`config.mk`:
```
export PLATFORM = sky130hd
export DESIGN_NAME = adder_share_arb
export DESIGN_NICKNAME = d
export VERILOG_FILES = /design/src/rtl/adder_share_arb.sv
export SDC_FILE = /design/constraint.sdc
export NUM_CORES = 1
export LEC_CHECK = 0
export BUFFER_PORTS_ARGS = -buffer_cell sky130_fd_sc_hd__buf_2
export CAP_MARGIN = 20
export CORE_AREA = 5 5 49 82
export CTS_CLUSTER_DIAMETER = 60
export DETAILED_ROUTE_END_ITERATION = 8
export DIE_AREA = 0 0 54 87
export PLACE_DENSITY = 0.83
export SLEW_MARGIN = 20
export SYNTH_ARGS = -nofsm -noshare
export SYNTH_HDL_FRONTEND = slang
export SYNTH_SLANG_ARGS = --single-unit
export TNS_END_PERCENT = 20
```
`constraint.sdc`:
```
create_clock -name clk -period 9.2 [get_ports clk]
set_input_delay 0.46 -clock clk [delete_from_list [all_inputs] [get_ports clk]]
set_output_delay 0.46 -clock clk [all_outputs]
set_load 0.02 [all_outputs]
```
`src/rtl/adder_share_arb.sv`:
```
// adder_share_arb: round-robin sharing of one adder among NUM_REQ requesters; define ADDER_ARB_SKID_EN for a 2-entry output FIFO.
module adder_share_arb_add #(
    parameter int DATA_IN_WIDTH  = 8,
    parameter int DATA_OUT_WIDTH = 8,
    parameter bit TAKE_MSB       = 1
) (
    input  logic [DATA_IN_WIDTH-1:0]  a,
    input  logic [DATA_IN_WIDTH-1:0]  b,
    output logic [DATA_OUT_WIDTH-1:0] y
);
    logic [DATA_IN_WIDTH:0] s;
    assign s = {1'b0, a} + {1'b0, b};
    assign y = DATA_OUT_WIDTH'(TAKE_MSB ? s >> (DATA_IN_WIDTH + 1 - DATA_OUT_WIDTH) : s);
endmodule

module adder_share_arb #(
    parameter int NUM_REQ        = 4,
    parameter int DATA_IN_WIDTH  = 8,
    parameter int DATA_OUT_WIDTH = 8,
    parameter bit TAKE_MSB       = 1,
    parameter int ID_WIDTH       = $clog2(NUM_REQ)
) (
    input  logic                               clk,
    input  logic                               rst,
    input  logic [NUM_REQ-1:0]                 in_valid,
    output logic [NUM_REQ-1:0]                 in_ready,
    input  logic [NUM_REQ*DATA_IN_WIDTH-1:0]   data_in_1,
    input  logic [NUM_REQ*DATA_IN_WIDTH-1:0]   data_in_2,
    output logic                               out_valid,
    input  logic                               out_ready,
    output logic [DATA_OUT_WIDTH-1:0]          data_out,
    output logic [ID_WIDTH-1:0]                out_id
);
    logic [ID_WIDTH-1:0]       rr_ptr, cand;
    logic                      found, accept_ok, xfer;
    logic [DATA_OUT_WIDTH-1:0] sum_res;

    always_comb begin
        cand  = '0;
        found = 1'b0;
        for (int k = 0; k < NUM_REQ; k++)
            if (!found && in_valid[(int'(rr_ptr) + k) % NUM_REQ]) begin
                found = 1'b1;
                cand  = ID_WIDTH'((int'(rr_ptr) + k) % NUM_REQ);
            end
    end

    assign xfer     = found && accept_ok && !rst;
    assign in_ready = xfer ? NUM_REQ'(1) << cand : '0;

    adder_share_arb_add #(
        .DATA_IN_WIDTH (DATA_IN_WIDTH),
        .DATA_OUT_WIDTH(DATA_OUT_WIDTH),
        .TAKE_MSB      (TAKE_MSB)
    ) u_add (
        .a(data_in_1[cand*DATA_IN_WIDTH +: DATA_IN_WIDTH]),
        .b(data_in_2[cand*DATA_IN_WIDTH +: DATA_IN_WIDTH]),
        .y(sum_res)
    );

    always_ff @(posedge clk or posedge rst)
        if (rst)
            rr_ptr <= '0;
        else if (xfer)
            rr_ptr <= (cand == ID_WIDTH'(NUM_REQ - 1)) ? '0 : cand + 1'b1;

`ifdef ADDER_ARB_SKID_EN
    logic [DATA_OUT_WIDTH-1:0] fifo_d  [2];
    logic [ID_WIDTH-1:0]       fifo_id [2];
    logic                      wr_ptr, rd_ptr, pop;
    logic [1:0]                count;

    // accept depends only on registered occupancy, breaking out_ready -> in_ready
    assign accept_ok = !count[1];
    assign pop       = out_ready && count != 2'd0;
    assign out_valid = count != 2'd0;
    assign data_out  = fifo_d[rd_ptr];
    assign out_id    = fifo_id[rd_ptr];

    always_ff @(posedge clk or posedge rst)
        if (rst) begin
            fifo_d[0]  <= '0;
            fifo_d[1]  <= '0;
            fifo_id[0] <= '0;
            fifo_id[1] <= '0;
            wr_ptr     <= 1'b0;
            rd_ptr     <= 1'b0;
            count      <= 2'd0;
        end else begin
            if (xfer) begin
                fifo_d[wr_ptr]  <= sum_res;
                fifo_id[wr_ptr] <= cand;
                wr_ptr          <= ~wr_ptr;
            end
            if (pop)
                rd_ptr <= ~rd_ptr;
            count <= count + 2'(xfer) - 2'(pop);
        end
`else
    assign accept_ok = !out_valid || out_ready;

    always_ff @(posedge clk or posedge rst)
        if (rst) begin
            out_valid <= 1'b0;
            data_out  <= '0;
            out_id    <= '0;
        end else if (xfer) begin
            out_valid <= 1'b1;
            data_out  <= sum_res;
            out_id    <= cand;
        end else if (out_ready)
            out_valid <= 1'b0;
`endif
endmodule
```
==> flow_metrics.tcl, run 1 <==
set metrics [dict create \
    outcome "finished, final reports clean" \
    fp.dieH_um 87 \
    coreArea_sq_um 3330 \
    route.vias.total 1661 \
    drv_slew 0 \
    hp-class "in -> async" \
    slowest_stage "and2_1" \
    p_leak_nw 1.06 \
    p_per_area_nw_per_um2 263 \
    cts_root_buffer "clkbuf_8" \
    dr.pass1.iters 4 \
    drc 0 \
    p_comb_share_pct 72.0 \
    dpl.cell_count 332 \
    fp-row-count 28 \
    cp_cell_sequence "mux2i_1 > o22a_2 > and2_1 > inv_2 > nand2_1 > and3_1 > a31oi_1 > ha_1 > nor2b_1 > o21ai_0 > a21boi_0 > o21ai_0 > a21oi_1 > o21ai_0 > a21oi_1" \
    dp_hpwl_um 3350 \
    drive_gt1_share_pct 33.7 \
    clockBufferDepth 2 \
    instances_no_fill 336 \
    yosysWarnings 0 \
    slowest_delay_ps 820 \
    grt_setup_unrepaired "false" \
    avgRoutedWirePerCell_um 12.0 \
    grt_pass1_wl_um 6480 \
    synth.ff_latch_count 13 \
    placed_area_sq_um 1910 \
    synth_nets 296 \
    path_clk_slew_ps 50 \
    swShare_pct 49.2 \
    worst_pin_slew_ps 1030 \
    power_frac_clock_pct 9.6 \
    yosysUniqueCellTypes 41 \
    grt.total_usage_pct 17.9 \
    grt-ovfl-total 0 \
    cts_tree "built" \
    synth.cell_area_sq_um 1490 \
    switching_power_w 0.000253 \
    ir_worst_vdd_mv 0.165 \
    numPortBuffers 85 \
    fin_tns_setup_ps 0 \
    dieWidth_um 54 \
    period_needed_ps 4240 \
    startpoint_type "register" \
    fmax_mhz 236 \
    slew_headroom_pct 31.2 \
    finalCritPeriodShare_pct 46.1 \
    whs_ps 232 \
    seq_area_frac_synth_pct 21.9 \
    cp.arrival_ps 4350 \
    finalHoldViolations 0 \
    clkLatencyLatePin_ps 240 \
    die-area_sq_um 4700 \
    clkSinkCount 13 \
    required_ps 9310 \
    critPathKind "reg -> reg" \
    numCtsBuffers 3 \
    antenna_found_initial 0 \
    internal_power_w 0.000261 \
    grt_max_degree 33 \
    cts_setup_buffers 0 \
    avgSynthCellArea_sq_um 6.97 \
    ios 86 \
    drt_iter0_drc 25 \
    skew_ps 1.93 \
    ant_nets 0 \
    gp_congestion 0.795 \
    critPathCaptureType "register" \
    area_delta_synth_final_pct 31.6 \
    drv_cap 0 \
    critical_path.most_common_cell "o21ai_0" \
    start_util_pct 44.6 \
    grt_pass1_vias 1606 \
    synth_cells 213 \
    n_antenna_cell 0 \
    vias_per_cell 4.94 \
    num-nets-final 375 \
    fin_area_sq_um 1950 \
    post_cts_resize_count 0 \
    pwr-share-seq_pct 18.4 \
    final_util_pct 58.7 \
    setup_viol 0 \
    critPathMaxFanout 32 \
    htreeDepth 1 \
    postCtsHoldBufs 0 \
    totalWireLength_um 4020 \
]
## critical path: cells and delay by family (launching register included)
family,cells,cell delay [ps]
simple gates,4,1310
compound gates,8,1260
buf+inv,1,470
flops,1,430
fa+ha+maj,1,390
mux,1,220
## flip-flops by register name, indices dropped and copies added (netlist names)
signal,cells
rr_ptr,2
out_id,2
out_valid,1
data_out,8
## cell usage in the layout, fill, tap and decap left out, types with 2 or more instances in the layout
cell,Yosys,final
nor2_1,5,5
buf_2,4,85
o21bai_1,2,2
a21oi_1,8,8
inv_1,7,7
a31oi_1,12,12
a21o_1,2,2
dfrtp_1,13,13
and4_4,2,2
o21ai_0,7,7
clkbuf_8,0,3
nand2_1,76,76
and3_1,13,13
nand2b_1,5,5
and2_1,7,7
nor2b_1,4,4
o31ai_1,2,2
ha_1,11,11
nand3_1,5,5
o2111ai_2,2,2
## cell usage after synthesis (all sizes together)
library cell	count	area, sq um
nand2	76	285
a31oi	13	87.6
and3	13	81.3
dfrtp	13	325
ha	11	138
a21oi	8	40.0
and2	8	52.6
inv	8	30.0
o21ai	8	40.0
buf	6	38.8
clkbuf	5	18.8
nand2b	5	31.3
nand3	5	25.0
nor2	5	18.8
nor2b	4	25.0
o31ai	3	27.5
a21o	2	15.0
and4	2	22.5
o2111ai	2	30.0
o21bai	2	15.0
a211o	1	8.76
a21boi	1	7.51
a221o	1	10.0
clkinv	1	16.3
fa	1	20.0
mux2i	1	10.0
nor3	1	5.00
o211ai	1	7.51
o21a	1	7.51
o22a	1	10.0
o32ai	1	8.76
o41ai	1	8.76
xnor2	1	8.76
xor2	1	8.76
## per-stage QoR
stage,setup slack (ps),power [W]
after floorplan,6140,0.000382
after global placement,5140,0.000454
after detailed placement,4950,0.000465
after CTS,4960,0.000516
after global routing,4500,0.000570
final,4960,0.000513
## path summary, 6_finish.rpt
kind,startpoint,to,slack [ps],cells past startpoint
max in group asynchronous,rst,data_out[4],8640,2
min reg2reg,out_id[1],out_id[1],470,2
min,rst,rr_ptr[1],230,2
min in group clk,out_id[1],out_id[1],470,2
max,rr_ptr[1],data_out[7],4960,15
max reg2reg,rr_ptr[1],data_out[7],4960,15
## layer usage
metal  global-route usage [%]  wire (um)
met2                     35.0       2220
met5                        0          0
met4                     6.35         76
met3                     1.54        213
met1                     18.6       1510
## final cells by class
cell class                      count  area (sq um)
Timing Repair Buffer               85           425
Fill cell                         332          1370
Tap cell                           45          56.3
Sequential cell                    13           325
Clock buffer                        4          45.0
Multi-Input combinational cell    180          1060
Inverter                            9          46.3
## cells by family after synthesis
kind of cell / after synthesis / synth area share, %
buf+inv: 20 / 6.99
mux: 1 / 0.674
flops: 13 / 21.9
simple gates: 119 / 36.8
fa+ha+maj: 12 / 10.6
compound gates: 46 / 21.8
xor+xnor: 2 / 1.18
## power by group through the flow
stage | combinational, W | clock, W | sequential [W]
floorplan | 0.000262 | 0 | 0.000120
CTS | 0.000372 | 0.0000490 | 0.0000949
detailed placement | 0.000370 | 0 | 0.0000957
global route | 0.000418 | 0.0000530 | 0.0000986
global placement | 0.000360 | 0 | 0.0000943
finish | 0.000369 | 0.0000495 | 0.0000945
(Power assumes the default switching activity.)
==> run 2, diff against run 1 <==
--- a/config.mk
+++ b/config.mk
@@ -7,11 +7,11 @@
 export LEC_CHECK = 0
 export BUFFER_PORTS_ARGS = -buffer_cell sky130_fd_sc_hd__buf_2
 export CAP_MARGIN = 20
-export CORE_AREA = 5 5 49 82
+export CORE_AREA = 5 5 53 89
 export CTS_CLUSTER_DIAMETER = 60
 export DETAILED_ROUTE_END_ITERATION = 8
-export DIE_AREA = 0 0 54 87
-export PLACE_DENSITY = 0.83
+export DIE_AREA = 0 0 58 94
+export PLACE_DENSITY = 0.74
 export SLEW_MARGIN = 20
 export SYNTH_ARGS = -nofsm -noshare
 export SYNTH_HDL_FRONTEND = slang
==> constraint.sdc (replaced) <==
create_clock -name clk -period 3.42 [get_ports clk]
set_input_delay 0.171 -clock clk [delete_from_list [all_inputs] [get_ports clk]]
set_output_delay 0.171 -clock clk [all_outputs]
set_load 0.02 [all_outputs]
==> run 2 against run 1 <==
Die area grew 16%. Register-to-register slack worse by 4600 ps. First-iteration DRC count grew 36%. Clock power rose to 2.7 times the previous value. Largest power group unchanged. Highest routed layer unchanged.
==> flow_metrics.tcl, run 2 (synthesis results as in run 1) <==
set metrics [dict create \
    critPathKind "reg -> reg" \
    outcome "finished, final reports clean" \
    hp-class "in -> reg" \
    path_buf_inv 2 \
    final_util_pct 51.3 \
    ant_nets 0 \
    gp_congestion 0.779 \
    p_per_area_nw_per_um2 698 \
    grt_pass1_wl_um 6790 \
    rr_worst_depth 15 \
    fp.dieH_um 94 \
    slowest_stage "dfrtp_1" \
    layout_common_cells "85 x buf_2, 76 x nand2_1, 13 x and3_1, 13 x dfrtp_1, 12 x a31oi_1" \
    totalWireLength_um 4150 \
    grt.total_usage_pct 15.5 \
    die-area_sq_um 5450 \
    start_util_pct 38.0 \
    vias_per_cell 4.89 \
    use_met2_pct 29.5 \
    holdPathStages 3 \
    ir_worst_vdd_mv 0.348 \
    dr.pass1.iters 4 \
    fp-row-count 30 \
    grt_pass1_vias 1632 \
    clkLatencyLatePin_ps 240 \
    regArea_sq_um 325 \
    reg2reg_from "rr_ptr[1]" \
    skew_ps 2.78 \
    area_delta_synth_final_pct 34.8 \
    grt_setup_unrepaired "false" \
    critPathCaptureType "register" \
    coreArea_sq_um 3900 \
    required_ps 3540 \
    clockBufferDepth 2 \
    cp.arrival_ps 3180 \
    grt-ovfl-total 0 \
    worst_pin_slew_ps 704 \
    path_clk_slew_ps 50 \
    ios 86 \
    drt_iter0_drc 34 \
    fillers 425 \
    largest_register "data_out" \
    startpoint_type "register" \
    drv_slew 0 \
    num-nets-final 380 \
    final_common_cell "buf_2" \
    slew_headroom_pct 53.1 \
    fmax_mhz 327 \
    instances_no_fill 344 \
    fin_tns_setup_ps 0 \
    drv_cap 0 \
    top_regs "data_out: 8 flops, out_id: 2 flops, rr_ptr: 2 flops" \
    critPathMaxFanout 25 \
    busiest_layer "met2" \
    multi_input_area_sq_um 1060 \
    dieWidth_um 58 \
    grtUsageMet1_pct 16.7 \
    fin_area_sq_um 2000 \
    min_from "out_ready" \
    placed_area_sq_um 1940 \
    reg2reg_to "data_out[7]" \
    cts_root_buffer "clkbuf_8" \
    p_leak_nw 1.09 \
    grt_use_met3_pct 2.06 \
    drive_gt1_share_pct 34.5 \
    avgRoutedWirePerCell_um 12.1 \
    dpl.cell_count 339 \
    numCtsBuffers 3 \
    drc 0 \
    cp_top_family "compound AO/OA/AOI/OAI gates" \
    r2r_slack_ps 360 \
    antenna_found_initial 0 \
    period_needed_ps 3060 \
    cts_tree "built" \
    dp_hpwl_um 3560 \
    slowest_delay_ps 420 \
    clkSinkCount 13 \
    hold_end "out_valid" \
    n_antenna_cell 0 \
    finalCritPeriodShare_pct 89.4 \
    htreeDepth 1 \
    numPortBuffers 85 \
    cp_cell_sequence "mux2i_1 > o22a_2 > and2_1 > inv_2 > buf_4 > nand2_1 > a31oi_1 > ha_1 > nor2b_1 > o21ai_0 > a21boi_0 > o21ai_1 > a21oi_1 > o21ai_0 > a21oi_1" \
    setup_viol 0 \
    largest_reg_flops 8 \
    grt_max_degree 26 \
    finalHoldViolations 0 \
    route.vias.total 1681 \
]
[run 2: changes by cell type in the layout (fill, tap and decap cells not counted), sizes merged]
cell         before  now
buf              85   89
dlygate4sd3       0    1
[run 2: worst max-delay path by stage]
stage / startpoint / end / slack, ps / cells past startpoint
floorplan: rr_ptr[1] / data_out[5] / 490 / 15
global placement: rr_ptr[1] / data_out[7] / 400 / 15
detailed placement: rr_ptr[1] / data_out[7] / 280 / 15
CTS: rr_ptr[1] / data_out[7] / 260 / 15
global route: rr_ptr[1] / data_out[7] / 20 / 15
finish: rr_ptr[1] / data_out[7] / 360 / 15
[run 2: through the flow]
step	worst slack (ps)	total power [W]	hold slack, ps
final	363	0.00140	240
after floorplan	487	0.00103	55.9
after global routing	15.2	0.00154	298
after detailed placement	278	0.00127	176
after global placement	396	0.00125	172
after CTS	259	0.00141	245
[run 2: cell type report]
type / count / area share (%)
inverters: 9 / 2.31
repair buffers: 90 / 23.4
flip-flops and latches: 13 / 16.3
multi-input cells: 180 / 52.7
well taps: 48 / 3.00
clock buffers: 4 / 2.25
[run 2: what timing repair did]
action                                  in CTS  in global routing
endpoints found under the setup margin       0                  2
buffers inserted                             0                  0
endpoints found under the hold margin       13                  0
hold buffers                                 1                  0
gates resized for setup                      0                  2
[run 2: metal layers]
layer  part of all wire, %  vias up
li1                      -      896
met1                    39      732
met2                    54       49
met3                   6.0        4
met4                   1.0        0
met5                     0        -
[run 2: report_power, final]
group / switching (W) / internal, W / total [W]
logic: 0.000591 / 0.000419 / 0.00101
registers: 0.0000337 / 0.000218 / 0.000252
clock network: 0.0000521 / 0.0000821 / 0.000134
[run 2: worst register-to-register path, cell delays in order (launching register included)]
cell      delay, ps
dfrtp_1         420
mux2i_1         140
o22a_2          240
and2_1          180
inv_2           120
buf_4           280
nand2_1          80
a31oi_1         180
ha_1            320
nor2b_1         160
o21ai_0         190
a21boi_0        160
o21ai_1         160
a21oi_1         100
o21ai_0         140
a21oi_1          80
